===== src/rtl/if_fetch_stage_pkg.sv =====
// Shared constants and FSM encoding for the instruction-fetch stage.
package if_fetch_stage_pkg;

    localparam int                    IF_ADDR_WIDTH = 32;
    localparam int                    IF_INST_WIDTH = 32;
    localparam logic [IF_ADDR_WIDTH-1:0] IF_RESET_PC = 32'h0000_0000;
    localparam logic [IF_INST_WIDTH-1:0] IF_NOP_INST = 32'h0000_0013;  // addi x0,x0,0

    // S_REQ : issuing a request for pc
    // S_WAIT: one request granted, waiting for its response
    // S_DROP: one request granted for a now-stale pc; its response is discarded
    typedef enum logic [1:0] {
        S_REQ  = 2'd0,
        S_WAIT = 2'd1,
        S_DROP = 2'd2
    } fetch_state_e;

endpackage


===== src/rtl/if_fetch_stage_if.sv =====
// Instruction-memory request/response handshake (req/gnt, then rvalid/rdata).
interface if_fetch_stage_if
    import if_fetch_stage_pkg::*;
#(
    parameter int AW = IF_ADDR_WIDTH,
    parameter int IW = IF_INST_WIDTH
);
    logic          req;
    logic [AW-1:0] addr;
    logic          gnt;
    logic          rvalid;
    logic [IW-1:0] rdata;

    // Fetch stage side
    modport master (
        output req,
        output addr,
        input  gnt,
        input  rvalid,
        input  rdata
    );

    // Instruction memory side
    modport slave (
        input  req,
        input  addr,
        output gnt,
        output rvalid,
        output rdata
    );
endinterface


===== src/rtl/if_fetch_buffer.sv =====
// One-entry fetch buffer holding the instruction/address presented to IF/ID.
// Flush wins over load, load wins over consume; with none asserted it holds.
module if_fetch_buffer
    import if_fetch_stage_pkg::*;
#(
    parameter int                    ADDR_WIDTH = IF_ADDR_WIDTH,
    parameter int                    INST_WIDTH = IF_INST_WIDTH,
    parameter logic [ADDR_WIDTH-1:0] RESET_PC   = IF_RESET_PC,
    parameter logic [INST_WIDTH-1:0] NOP_INST   = IF_NOP_INST
) (
    input  logic                  clk,
    input  logic                  rst,
    input  logic                  load,
    input  logic                  consume,
    input  logic                  flush,
    input  logic [INST_WIDTH-1:0] load_inst,
    input  logic [ADDR_WIDTH-1:0] load_addr,
    output logic                  buf_valid,
    output logic [INST_WIDTH-1:0] buf_inst,
    output logic [ADDR_WIDTH-1:0] buf_addr
);

    logic                  valid_reg;
    logic [INST_WIDTH-1:0] inst_reg;
    logic [ADDR_WIDTH-1:0] addr_reg;

    // Buffer entry update: flush, reload, or drain when IF/ID latches it
    always_ff @(posedge clk or posedge rst) begin
        if (rst) begin
            valid_reg <= 1'b0;
            inst_reg  <= NOP_INST;
            addr_reg  <= RESET_PC;
        end else if (flush) begin
            valid_reg <= 1'b0;
        end else if (load) begin
            valid_reg <= 1'b1;
            inst_reg  <= load_inst;
            addr_reg  <= load_addr;
        end else if (consume) begin
            valid_reg <= 1'b0;
        end
    end

    assign buf_valid = valid_reg;
    assign buf_inst  = inst_reg;
    assign buf_addr  = addr_reg;

endmodule


===== src/rtl/if_fetch_stage.sv =====
// Instruction-fetch stage: owns the PC, runs the single-outstanding imem
// handshake, and feeds IF/ID through a one-entry buffer (NOP when empty).
module if_fetch_stage
    import if_fetch_stage_pkg::*;
#(
    parameter int                    ADDR_WIDTH = IF_ADDR_WIDTH,
    parameter int                    INST_WIDTH = IF_INST_WIDTH,
    parameter logic [ADDR_WIDTH-1:0] RESET_PC   = IF_RESET_PC,
    parameter logic [INST_WIDTH-1:0] NOP_INST   = IF_NOP_INST
) (
    input  logic                  clk,
    input  logic                  rst,
    input  logic                  stall,
    input  logic                  redirect_valid,
    input  logic [ADDR_WIDTH-1:0] redirect_target,
    if_fetch_stage_if.master      imem,
    output logic [ADDR_WIDTH-1:0] inst_addr_out,
    output logic [INST_WIDTH-1:0] inst_out,
    output logic                  inst_valid_out
);

    fetch_state_e          state_reg;
    logic [ADDR_WIDTH-1:0] pc_reg;

    logic                  buf_valid;
    logic [INST_WIDTH-1:0] buf_inst;
    logic [ADDR_WIDTH-1:0] buf_addr;

    logic                  buf_free;
    logic                  granted;
    logic                  accept_rsp;

    // A stalled full buffer cannot take a new instruction this edge
    assign buf_free   = !(buf_valid && stall);
    assign granted    = imem.req && imem.gnt;
    // Only a response for the current pc, with no redirect, is kept
    assign accept_rsp = (state_reg == S_WAIT) && imem.rvalid && !redirect_valid && buf_free;

    // Requests are suppressed in reset and while a full buffer is stalled
    assign imem.req  = !rst && (state_reg == S_REQ) && (!buf_valid || !stall);
    assign imem.addr = pc_reg;

    // Fetch FSM and PC; a redirect always overrides the sequential pc
    always_ff @(posedge clk or posedge rst) begin
        if (rst) begin
            state_reg <= S_REQ;
            pc_reg    <= RESET_PC;
        end else begin
            case (state_reg)
                S_REQ: begin
                    if (redirect_valid) begin
                        pc_reg <= redirect_target;
                        // A grant this cycle was for the old pc: drop its response
                        if (granted) begin
                            state_reg <= S_DROP;
                        end
                    end else if (granted) begin
                        state_reg <= S_WAIT;
                    end
                end
                S_WAIT: begin
                    if (redirect_valid) begin
                        pc_reg    <= redirect_target;
                        state_reg <= imem.rvalid ? S_REQ : S_DROP;
                    end else if (accept_rsp) begin
                        pc_reg    <= pc_reg + ADDR_WIDTH'(4);
                        state_reg <= S_REQ;
                    end
                end
                S_DROP: begin
                    if (redirect_valid) begin
                        pc_reg <= redirect_target;
                    end
                    if (imem.rvalid) begin
                        state_reg <= S_REQ;
                    end
                end
                default: state_reg <= S_REQ;
            endcase
        end
    end

    if_fetch_buffer #(
        .ADDR_WIDTH (ADDR_WIDTH),
        .INST_WIDTH (INST_WIDTH),
        .RESET_PC   (RESET_PC),
        .NOP_INST   (NOP_INST)
    ) u_buffer (
        .clk       (clk),
        .rst       (rst),
        .load      (accept_rsp),
        .consume   (!stall),
        .flush     (redirect_valid),
        .load_inst (imem.rdata),
        .load_addr (pc_reg),
        .buf_valid (buf_valid),
        .buf_inst  (buf_inst),
        .buf_addr  (buf_addr)
    );

    assign inst_out       = buf_valid ? buf_inst : NOP_INST;
    assign inst_addr_out  = buf_addr;
    assign inst_valid_out = buf_valid;

endmodule


===== src/flat_wrapper.sv =====
// flat-port wrapper written by rule: the top's interface ports become plain ports
module if_fetch_stage_flat import if_fetch_stage_pkg::*;
#(
    parameter int                    ADDR_WIDTH = IF_ADDR_WIDTH,
    parameter int                    INST_WIDTH = IF_INST_WIDTH,
    parameter logic [ADDR_WIDTH-1:0] RESET_PC   = IF_RESET_PC,
    parameter logic [INST_WIDTH-1:0] NOP_INST   = IF_NOP_INST
)
  (clk, rst, stall, redirect_valid, redirect_target, inst_addr_out, inst_out, inst_valid_out, imem_req, imem_addr, imem_gnt, imem_rvalid, imem_rdata);
  if_fetch_stage_if #(.AW(32), .IW(32)) imem_i ();
  input  logic clk;
  input  logic rst;
  input  logic stall;
  input  logic redirect_valid;
  input  logic [ADDR_WIDTH-1:0] redirect_target;
  output logic [ADDR_WIDTH-1:0] inst_addr_out;
  output logic [INST_WIDTH-1:0] inst_out;
  output logic inst_valid_out;
  output wire logic [$bits(imem_i.req)-1:0] imem_req;
  output wire logic [$bits(imem_i.addr)-1:0] imem_addr;
  input wire logic [$bits(imem_i.gnt)-1:0] imem_gnt;
  input wire logic [$bits(imem_i.rvalid)-1:0] imem_rvalid;
  input wire logic [$bits(imem_i.rdata)-1:0] imem_rdata;
  assign imem_req = imem_i.req;
  assign imem_addr = imem_i.addr;
  assign imem_i.gnt = imem_gnt;
  assign imem_i.rvalid = imem_rvalid;
  assign imem_i.rdata = imem_rdata;
  if_fetch_stage #(.ADDR_WIDTH(ADDR_WIDTH), .INST_WIDTH(INST_WIDTH), .RESET_PC(RESET_PC), .NOP_INST(NOP_INST)) u_core (.clk(clk), .rst(rst), .stall(stall), .redirect_valid(redirect_valid), .redirect_target(redirect_target), .imem(imem_i), .inst_addr_out(inst_addr_out), .inst_out(inst_out), .inst_valid_out(inst_valid_out));
endmodule

===== config.mk =====
export PLATFORM = sky130hd
export DESIGN_NAME = if_fetch_stage_flat
export DESIGN_NICKNAME = d
export VERILOG_FILES = /design/src/rtl/if_fetch_stage_pkg.sv /design/src/rtl/if_fetch_stage_if.sv /design/src/rtl/if_fetch_buffer.sv /design/src/rtl/if_fetch_stage.sv /design/src/flat_wrapper.sv
export SDC_FILE = /design/constraint.sdc
export NUM_CORES = 1
export LEC_CHECK = 0
export CORE_MARGIN = 2
export CORE_UTILIZATION = 45
export DETAILED_ROUTE_END_ITERATION = 10
export MAX_ROUTING_LAYER = met4
export PLACE_DENSITY_LB_ADDON = 0.08
export SLEW_MARGIN = 10
export SYNTH_ARGS = -nofsm -noshare
export SYNTH_HDL_FRONTEND = slang
export SYNTH_SLANG_ARGS = --single-unit
export TNS_END_PERCENT = 5

===== constraint.sdc =====
create_clock -name clk -period 4.06 [get_ports clk]
set_input_delay 0.812 -clock clk [delete_from_list [all_inputs] [get_ports clk]]
set_output_delay 0.812 -clock clk [all_outputs]
set_load 0.005 [all_outputs]

# Yosys cells after proc, flatten, opt, wreduce, memory -nomap -nowiden
# Index checks and enable logic that the tools add are counted.
# totals
ramBits	0
in_bits	70
word_cells	49
mem_count	0
output_inout_bits	98
latch_bits	0
romBits	0
regBits	99
# classes
div	0
eq_ne	7
order_cmp	0
bitwise_logic	1
shift	0
mux	16
add_sub_neg	1
multipliers	0
reduce_logical	19
# op_table
op	n
$mux W32	4
$pmux W32 S2	1
$add A32 B3 Y32 const B	1
$mux W2	7
$logic_and A1 B1 Y1	7
$pmux W2 S3	1
$reduce_and A3 Y1	2
$logic_not A1 Y1	5
$ne A2 B1 Y1 const B	2
$mux W1	3
$ne A3 B1 Y1 const B	1
$ne A3 B2 Y1 const B	1
$eq A2 B1 Y1 const B	1
$eq A2 B2 Y1 const B	1
$logic_not A2 Y1	1
$ne A2 B2 Y1 const B	1
$reduce_and A2 Y1	1
$reduce_bool A2 Y1	1
$reduce_or A2 Y1	1
$logic_or A1 B1 Y1	1
$not A1 Y1	1

# Longest topological paths before layout
# Gate-level depths: netlist of the first run.
# logic_depth
ltp_word	7
ltp_mapped	8

# By module
# From an unflattened synthesis of the first run, not the netlist that was laid out.
# unflattened
cells_unflattened	450
area_unflattened_um2	5283.8
# by_module_without_submodules
module	n_inst	cells_per_inst	seq_area_each_um2	area_per_inst_um2
if_fetch_buffer	1	141	1630.3	2748.9
if_fetch_stage	1	309	850.8	2534.9

# Worst setup path before layout of the first run
# OpenSTA, ideal clock, no wires.
# synth_timing
path_kind	input to output
from	input stall
to	output imem_req
path_buffers	0
t_arrival_ps	1497
path_stages	1
path_slack_ps	1751
path_cell_list	a2111oi_0
# synth_via
elab_chain_len	3
# synth_rtl
element	line	source
start: declaration	flat_wrapper.sv:13	input logic stall;
$logic_not A1 Y1	if_fetch_stage.sv:40	assign imem.req = !rst && (state_reg == S_REQ) && (!buf_valid || !stall);
$logic_or A1 B1 Y1	if_fetch_stage.sv:40	
$logic_and A1 B1 Y1	if_fetch_stage.sv:40	
end: declaration	flat_wrapper.sv:19	output wire logic [$bits(imem_i.req)-1:0] imem_req;
# Every way passes these cells.

# Worst setup path after layout of the first run
# Ends and elaborated chain as after synthesis.

==> out/metrics.yaml, run 1 <==
outcome:
  status: "complete, no violations"
timing:
  setup_ws_ns: 0.595
  rsz0062_at_grt: "no"
  hold_slack_ns: 0.465
  setup_viol: 0
  clock_skew_ns: 0.0177
  finalCritPeriodShare_pct: 85.3
  hold_viol_final: 0
  max_slew_margin_pct: 36.9
  min_period_ns: 3.46
  worstMarginPinSlew_ns: 0.947
  max_freq_mhz: 289
  slew_viol_final: 0
  fin_tns_setup_ns: 0
floorplanning:
  rows: 37
  core_um2: 10400
  pin_count: 168
  die-area_um2: 11600
  die_x_um: 108
  die_h_um: 108
  initial_utilization_pct: 46.5
route:
  drt-pass1-iter-count: 6
  drc: 0
  antenna_left: 0
  drtIter0Drc: 362
  post_drt_wl_per_cell_um: 16.0
  wl_mm: 13.7
  dr_total_vias: 4667
  vias_per_cell: 5.43
clock_tree:
  clk_pin_slew_worst_paths_ns: 0.09
  insertion_delay_ns: 0.37
  hold_buffers: 0
  post_cts_buffers: 0
  cts_resized: 0
  cts_tree: "done"
  clockBufferDepth: 2
  clkSinkCount: 99
  cts_root_buffer: "clkbuf_8"
  htree_levels: 3
  cts_buffers: 9
worst_hold_path:
  min_from: "u_core.u_buffer.buf_inst[4]$_DFFE_PP1P_"
  hold_path.class: "register to register"
power:
  leakagePower_nw: 2.99
  vdd_drop_max_v: 0.000260
  p_per_area_nw_per_um2: 416
logic_synthesis:
  synth_most_common_cell: "nand2_1"
  synth_area_leader_cell: "dfrtp_1"
  synth_common_cells: "191 x nand2_1, 96 x dfrtp_1, 34 x clkbuf_1"
  syn-num-nets: 640
  syn_inst: 569
  yosys-top-cells-area: "dfrtp_1 50%, nand2_1 15%, and2_1 4.0%"
  synth_ff_type: "dfrtp_1"
  synthArstFlopShare_pct: 100
  postSynthAreaPerCell_um2: 8.48
  syn_area_um2: 4820
  yosys_warnings: 0
  synth_edf_count: 0
  yosys.area.top_type_share_pct: 49.8
  seq_area_frac_synth_pct: 51.4
  synth-seq-cells: 99
  synth_cell_types: 53
setup_path:
  cp-startpoint: "stall"
  critPathRequiredTime_ns: 3.25
  cp-endpoint: "imem_req"
  crit_arrival_ns: 2.65
  startpoint_type: "primary input"
  reg2reg_depth: 5
  criticalPathCategory: "primary input to primary output"
  timing.rr.end: "u_core.imem.addr[28]$_DFFE_PP0P_"
  crit_path_end_kind: "primary output"
  r2r_setup_slack_ns: 1.28
  worstPathMaxFanout: 4
  r2r_start: "u_core.u_buffer.buf_valid$_DFFE_PP0P_"
place:
  placed_area_um2: 6620
  io_buffers: 167
  pre_cts_ws_ns: 0.640
  place_congestion: 0.859
  dp_hpwl_mm: 9.67
global_routing:
  grt_pass1_vias: 4410
  overflow: 0
  grt_pass1_wl_mm: 21.7
  antenna_found_initial: 0
  grt_start_max_net_pins: 100
  grt_usage_pct: 24.6
layout:
  diodes: 0
  drive_gt1_share_pct: 5.67
  fin_area_um2: 6790
  filler_cell_count: 924
  nNetsFinal: 789
  area_delta_synth_final_pct: 40.7
  utilization_pct: 65.5
  seq_area_um2: 2480
  multi_input_area_um2: 2170
flow_run:
  cap_violations: 0
[worst min-delay path by stage]
stage,to,depth (start not counted)
2_1_floorplan,u_core.u_buffer.buf_inst[0]$_DFFE_PP1P_,2
3_3_place_gp,u_core.u_buffer.buf_inst[4]$_DFFE_PP1P_,2
3_5_place_dp,u_core.u_buffer.buf_inst[1]$_DFFE_PP1P_,2
4_1_cts,u_core.u_buffer.buf_inst[1]$_DFFE_PP1P_,2
5_1_grt,u_core.u_buffer.buf_inst[4]$_DFFE_PP1P_,2
6_report,u_core.u_buffer.buf_inst[4]$_DFFE_PP1P_,2
[layer usage]
layer  global-route usage [%]  wire, um  part of all wire (%)
met3                     4.36       949                   6.9
met5                        -         0                     0
met4                     10.9       426                   3.1
met2                     36.6      6440                    47
met1                     33.1      5930                    43
[layout by cell type, fill, tap and decap left out, types with 5 or more instances in the layout]
cell,count
nor3_1,10
mux2i_1,5
nand4_1,8
and2_1,31
o21ai_0,22
o22ai_1,10
a2bb2oi_1,9
clkdlybuf4s50_1,167
a21oi_1,20
clkbuf_8,9
nand2_1,191
dfrtp_1,96
nor4_1,6
inv_1,9
nor2_1,25
nand3_1,16
buf_4,9
a211oi_1,7
nand2b_1,5
[area by class of cell]
class	count	area share, %
clock buffer	11	1.94
timing repair buffer	177	25.9
multi-input combinational	421	31.9
tap	136	2.51
clock inverter	5	0.571
inverter	10	0.590
sequential	99	36.6
[metrics by stage]
| step | power [W] | std cells |
|---|---|---|
| 6_report | 0.00282 | 859 |
| 5_1_grt | 0.00301 | 859 |
| 3_5_place_dp | 0.00227 | 843 |
| 2_1_floorplan | 0.00175 | 569 |
| 4_1_cts | 0.00285 | 859 |
| 3_3_place_gp | 0.00224 | 843 |
[kinds of logic after synthesis]
group / share of synthesized area, %
adders and majority gates: 0.259
buffers and inverters: 4.05
and+or+nand+nor: 28.9
muxes: 1.97
AOI/OAI and AO/OA: 13.4
DFF: 51.4
[report_power, final]
| part | switching [W] | internal (W) | total, W | leakage [nW] |
|---|---|---|---|---|
| Sequential | 0.000194 | 0.00125 | 0.00145 | 1.22 |
| Combinational | 0.000314 | 0.000486 | 0.000800 | 1.69 |
| Clock | 0.000348 | 0.000227 | 0.000576 | 0.0839 |
[critical path: stages]
cell             delay, ns
clkdlybuf4s50_1       0.47
a2111oi_0             0.71
clkdlybuf4s50_1       0.65
No activity file was read; power rests on OpenSTA's default activity.
==> run 2: changes to the inputs <==
CAP_MARGIN = 30   (was default)
clock period = 4.1 ns   (was 4.06 ns; I/O delays follow)
==> out/metrics.yaml, run 2 (synthesis gave the netlist of run 1 again) <==
clock_tree:
  htree_levels: 3  # unchanged
  cts_buffers: 9  # unchanged
  hold_buffers: 0  # unchanged
  clk_pin_slew_worst_paths_ns: 0.10  # about the same
  cts_root_buffer: "clkbuf_8"
  cts_tree: "done"
  clkSinkCount: 99  # unchanged
  cts_resized: 0  # unchanged
  post_cts_buffers: 0  # unchanged
  insertion_delay_ns: 0.37  # about the same
  clockBufferDepth: 2  # unchanged
floorplanning:
  die_x_um: 108  # unchanged
  initial_utilization_pct: 46.5  # unchanged
  die_h_um: 108  # unchanged
  die-area_um2: 11600  # unchanged
  rows: 37  # unchanged
  pin_count: 168  # unchanged
  core_um2: 10400  # unchanged
layout:
  diodes: 0  # unchanged
  drive_gt1_share_pct: 6.21  # +0.54 points
  final_common_cell: "nand2_1"
  nNetsFinal: 791  # +0.25%
  fin_area_um2: 6880  # +1.3%
  mostFrequentLayoutCells: "191 x nand2_1, 167 x clkdlybuf4s50_1, 96 x dfrtp_1, 31 x and2_1, 25 x nor2_1"
  area_delta_synth_final_pct: 42.5
setup_path:
  cp-startpoint: "rst"
  cp-endpoint: "imem_req"
  r2r_start: "u_core.u_buffer.buf_valid$_DFFE_PP0P_"
  crit_path_end_kind: "primary output"
  r2r_setup_slack_ns: 1.68  # +0.40 ns
  crit_arrival_ns: 2.66  # about the same
  criticalPathCategory: "primary input to primary output"
  reg2reg_depth: 7  # +2
  critPathRequiredTime_ns: 3.28  # +0.03 ns
  worstPathMaxFanout: 3  # -1
  timing.rr.end: "u_core.imem.addr[16]$_DFFE_PP0P_"
  startpoint_type: "primary input"
timing:
  max_freq_mhz: 288
  hold_viol_final: 0  # unchanged
  min_period_ns: 3.48
  slew_viol_final: 0  # unchanged
  setup_viol: 0  # unchanged
  hold_slack_ns: 0.459  # -0.00535 ns
  clock_skew_ns: 0.0180  # +0.000280 ns
  max_slew_margin_pct: 46.3  # +9.4 points
  finalCritPeriodShare_pct: 84.8
  rsz0062_at_grt: "no"
  worstMarginPinSlew_ns: 0.786  # -0.161 ns
  fin_tns_setup_ns: 0  # unchanged
outcome:
  status: "complete, no violations"
global_routing:
  overflow: 0  # unchanged
  grt_pass1_wl_mm: 22.2  # +2.4%
  grt_start_max_net_pins: 53  # -47%
  grt_usage_pct: 24.9  # +0.35 points
  grt_pass1_vias: 4465  # +1.2%
  antenna_found_initial: 0  # unchanged
place:
  dp_hpwl_mm: 9.90  # +2.4%
  io_buffers: 167  # unchanged
  placed_area_um2: 6620  # about the same
  place_congestion: 0.850  # -1.0%
route:
  post_drt_wl_per_cell_um: 16.1  # +0.89%
  antenna_left: 0  # unchanged
  drtIter0Drc: 317  # -12%
  drt-pass1-iter-count: 5  # -1
  dr_total_vias: 4668  # +0.021%
  drc: 0  # unchanged
  vias_per_cell: 5.42  # -0.21%
  wl_mm: 13.9  # +1.1%
flow_run:
  cap_violations: 0  # unchanged
power:
  p_per_area_nw_per_um2: 430  # +3.4%
  leakagePower_nw: 3.04  # +1.4%
  vdd_drop_max_v: 0.000238  # -8.4%
worst_hold_path:
  hold_path.class: "register to register"
## run 2: how the worst min path moves through the flow
stage / from / endpoint / slack (ns) / depth (start not counted)
3_3_place_gp: u_core.u_buffer.buf_inst[4]$_DFFE_PP1P_ / u_core.u_buffer.buf_inst[4]$_DFFE_PP1P_ / 0.44 / 2
5_1_grt: u_core.u_buffer.buf_inst[0]$_DFFE_PP1P_ / u_core.u_buffer.buf_inst[0]$_DFFE_PP1P_ / 0.50 / 2
4_1_cts: u_core.u_buffer.buf_inst[4]$_DFFE_PP1P_ / u_core.u_buffer.buf_inst[4]$_DFFE_PP1P_ / 0.46 / 2
6_report: u_core.u_buffer.buf_inst[4]$_DFFE_PP1P_ / u_core.u_buffer.buf_inst[4]$_DFFE_PP1P_ / 0.46 / 2
2_1_floorplan: u_core.u_buffer.buf_inst[0]$_DFFE_PP1P_ / u_core.u_buffer.buf_inst[0]$_DFFE_PP1P_ / 0.44 / 2
3_5_place_dp: u_core.u_buffer.buf_inst[0]$_DFFE_PP1P_ / u_core.u_buffer.buf_inst[0]$_DFFE_PP1P_ / 0.45 / 2
## run 2: per-layer routing
metal / wire length (um) / GRT usage (%) / vias up / part of all wire [%]
li1: - / - / 2216 / -
met1: 6040 / 33.0 / 2216 / 43
met2: 6520 / 38.2 / 199 / 47
met3: 923 / 4.54 / 37 / 6.6
met4: 413 / 9.89 / 0 / 3.0
met5: 0 / - / - / 0
## run 2: power breakdown
| part | total [W] | leakage [nW] | internal (W) | switching [W] |
|---|---|---|---|---|
| clock network | 0.000725 | 0.114 | 0.000367 | 0.000358 |
| registers | 0.00143 | 1.22 | 0.00124 | 0.000191 |
| logic | 0.000798 | 1.71 | 0.000482 | 0.000316 |
| total | 0.00295 | 3.04 | 0.00209 | 0.000864 |
## run 2: cell type report
type	instances	area [um2]
flip-flops and latches	99	2480
repair buffers	179	1790
fillers	892	3490
clock inverters	6	93.8
clock buffers	10	138
well taps	136	170
inverters	10	40.0
multi-input cells	421	2170
## run 2: worst max-delay path, stage by stage
cell	delay, ns
clkdlybuf4s50_1	0.48
a2111oi_0	0.72
clkdlybuf4s50_1	0.64
## run 2: metrics by stage
stage / total power [W] / instances / worst slack, ns / util [%]
finish: 0.00295 / 861 / 0.622 / 66.3
global placement: 0.00221 / 843 / 0.721 / 63.7
detailed placement: 0.00225 / 844 / 0.623 / 63.8
floorplan: 0.00173 / 569 / 0.695 / -
global route: 0.00313 / 861 / 0.568 / 66.3
CTS: 0.00298 / 860 / 0.599 / 66.0
==> run 3: changes to the inputs <==
CORE_UTILIZATION = 41   (was 45)
clock period = 3 ns   (was 4.1 ns; I/O delays follow)
==> out/metrics.yaml, run 3 (synthesis gave the netlist of run 1 again) <==
outcome:
  status: "complete, no violations"
setup_path:
  path_cells: "clkdlybuf4s50_1, a2111oi_0, buf_4, clkdlybuf4s50_1"
  critical-path-max-stage-delay_ns: 0.49  # -0.23 ns
  crit_slowest_cell: "a2111oi_0"
  worstPathMaxFanout: 4  # +1
  r2r_setup_slack_ns: 0.68  # -1.00 ns
  crit_arrival_ns: 2.26  # -0.40 ns
  crit_path_frequent_cell: "clkdlybuf4s50_1"
  r2r_start: "u_core.imem.addr[2]$_DFFE_PP0P_"
  timing.rr.end: "u_core.imem.addr[30]$_DFFE_PP0P_"
  startpoint_type: "primary input"
  reg2reg_depth: 6  # -1
  criticalPathCategory: "primary input to primary output"
  critPathRequiredTime_ns: 2.40  # -0.88 ns
  crit_path_end_kind: "primary output"
floorplanning:
  die_h_um: 112  # +4.6%
  die-area_um2: 12600  # +9.4%
  initial_utilization_pct: 42.1  # -4.5 points
  core_um2: 11500  # +11%
  die_x_um: 112  # +4.6%
  pin_count: 168  # unchanged
  rows: 39  # +5.4%
place:
  dp_hpwl_mm: 10.1  # +1.9%
  io_buffers: 167  # unchanged
  placed_area_um2: 6720  # +1.5%
  place_congestion: 0.859  # +1.0%
layout:
  fin_area_um2: 7050  # +2.6%
  area_delta_synth_final_pct: 46.3
  diodes: 0  # unchanged
  drive_gt1_share_pct: 7.09  # +0.89 points
  mostFrequentLayoutCells: "191 x nand2_1, 167 x clkdlybuf4s50_1, 96 x dfrtp_1, 31 x and2_1, 25 x nor2_1"
  final_common_cell: "nand2_1"
  nNetsFinal: 799  # +1.0%
  utilization_pct: 61.5  # -4.8 points
clock_tree:
  clkSinkCount: 99  # unchanged
  insertion_delay_ns: 0.35  # -0.02 ns
  clk_pin_slew_worst_paths_ns: 0.06  # -0.04 ns
  post_cts_buffers: 0  # unchanged
  cts_buffers: 9  # unchanged
  cts_resized: 0  # unchanged
  htree_levels: 3  # unchanged
  cts_root_buffer: "clkbuf_16"
  hold_buffers: 0  # unchanged
  clockBufferDepth: 2  # unchanged
  cts_tree: "done"
global_routing:
  grt_start_max_net_pins: 47  # -11%
  use_met1_pct: 31.0  # -2.0 points
  use_met2_pct: 36.6  # -1.6 points
  grt_pass1_vias: 4597  # +3.0%
  gr-max-usage-layer: "met2"
  grtUsageMet3_pct: 3.89  # -0.65 points
  antenna_found_initial: 0  # unchanged
  grt_pass1_wl_mm: 23.0  # +3.8%
  overflow: 0  # unchanged
  grt_usage_pct: 23.3  # -1.6 points
power:
  leakagePower_nw: 3.13  # +2.9%
  p_int_w: 0.00317  # +52%
  comb_power_share_pct: 25.3  # -1.7 points
  switchingPower_w: 0.00118  # +36%
  p_per_area_nw_per_um2: 616  # +43%
  swShare_pct: 27.1  # -2.2 points
  vdd_drop_max_v: 0.000378  # +59%
  p_total_w: 0.00435  # +47%
  clock_power_share_pct: 29.8  # +5.2 points
  p_seq_share_pct: 44.9  # -3.5 points
route:
  wl_mm: 14.1  # +1.2%
  antenna_left: 0  # unchanged
  vias_per_cell: 5.27  # -2.9%
  drtIter0Drc: 263  # -17%
  drc: 0  # unchanged
  dr_total_vias: 4613  # -1.2%
  drt-pass1-iter-count: 5  # unchanged
  post_drt_wl_per_cell_um: 16.1  # -0.56%
worst_hold_path:
  min_from: "u_core.u_buffer.buf_inst[1]$_DFFE_PP1P_"
  hold_path.class: "register to register"
  min_delay_path_depth: 2  # unchanged
  hold_end: "u_core.u_buffer.buf_inst[1]$_DFFE_PP1P_"
timing:
  max_slew_margin_pct: 50.0  # +3.7 points
  worstMarginPinSlew_ns: 0.744  # -0.0422 ns
  fin_tns_setup_ns: 0  # unchanged
  finalCritPeriodShare_pct: 95.4
  max_freq_mhz: 349
  rsz0062_at_grt: "no"
  slew_viol_final: 0  # unchanged
  min_period_ns: 2.86
  setup_viol: 0  # unchanged
  hold_viol_final: 0  # unchanged
  clock_skew_ns: 0.00692  # -0.0111 ns
flow_run:
  cap_violations: 0  # unchanged
## run 3: cell count changes in the layout (fill, tap and decap cells not counted), sizes merged
| cell | before | now |
|---|---|---|
| buf | 12 | 20 |
| clkinv | 0 | 1 |
| inv | 13 | 9 |
| clkbuf | 10 | 13 |
## run 3: final cells by class
type / instances / area (um2)
Clock buffer: 13 / 270
Inverter: 10 / 41.3
Sequential cell: 99 / 2480
Tap cell: 143 / 179
Fill cell: 1062 / 4410
Timing Repair Buffer: 187 / 1850
Multi-Input combinational cell: 421 / 2170
Clock inverter: 3 / 68.8
## run 3: worst max-delay path, delay by kind of cell
kind                   cells  cell delay [ns]
AO/OA/AOI/OAI              1             0.49
buffers and inverters      3             1.17
## run 3: worst max-delay path by stage
stage                                                from                          endpoint  slack, ns  depth (start not counted)
after floorplan           u_core.imem.addr[9]$_DFFE_PP0P_  u_core.imem.addr[25]$_DFFE_PP0P_       0.94                          8
after global placement                              stall                          imem_req       0.24                          4
after detailed placement                            stall                          imem_req       0.11                          4
after CTS                                           stall                          imem_req       0.11                          4
after global routing                                stall                          imem_req       0.07                          4
final                                               stall                          imem_req       0.14                          4
## run 3: metal layers
metal | part of all wire (%) | vias up
met5 | 0 | -
met4 | 1.6 | 0
met3 | 5.3 | 16
met2 | 49 | 159
met1 | 45 | 2203
li1 | - | 2235
## run 3: power by group through the flow
| stage | Combinational, W | Clock, W | Sequential, W |
|---|---|---|---|
| 6_report | 0.00110 | 0.00130 | 0.00195 |
| 5_1_grt | 0.00122 | 0.00137 | 0.00201 |
| 4_1_cts | 0.00112 | 0.00132 | 0.00195 |
| 3_5_place_dp | 0.00112 | 0 | 0.00197 |
| 3_3_place_gp | 0.00109 | 0 | 0.00195 |
| 2_1_floorplan | 0.000435 | 0 | 0.00193 |
## run 3: stage by stage
stage	hold slack [ns]	setup WS [ns]	cells
global placement	0.445	0.236	860
finish	0.454	0.138	876
detailed placement	0.446	0.113	860
floorplan	0.436	0.939	569
CTS	0.457	0.110	876
global route	0.483	0.0685	876
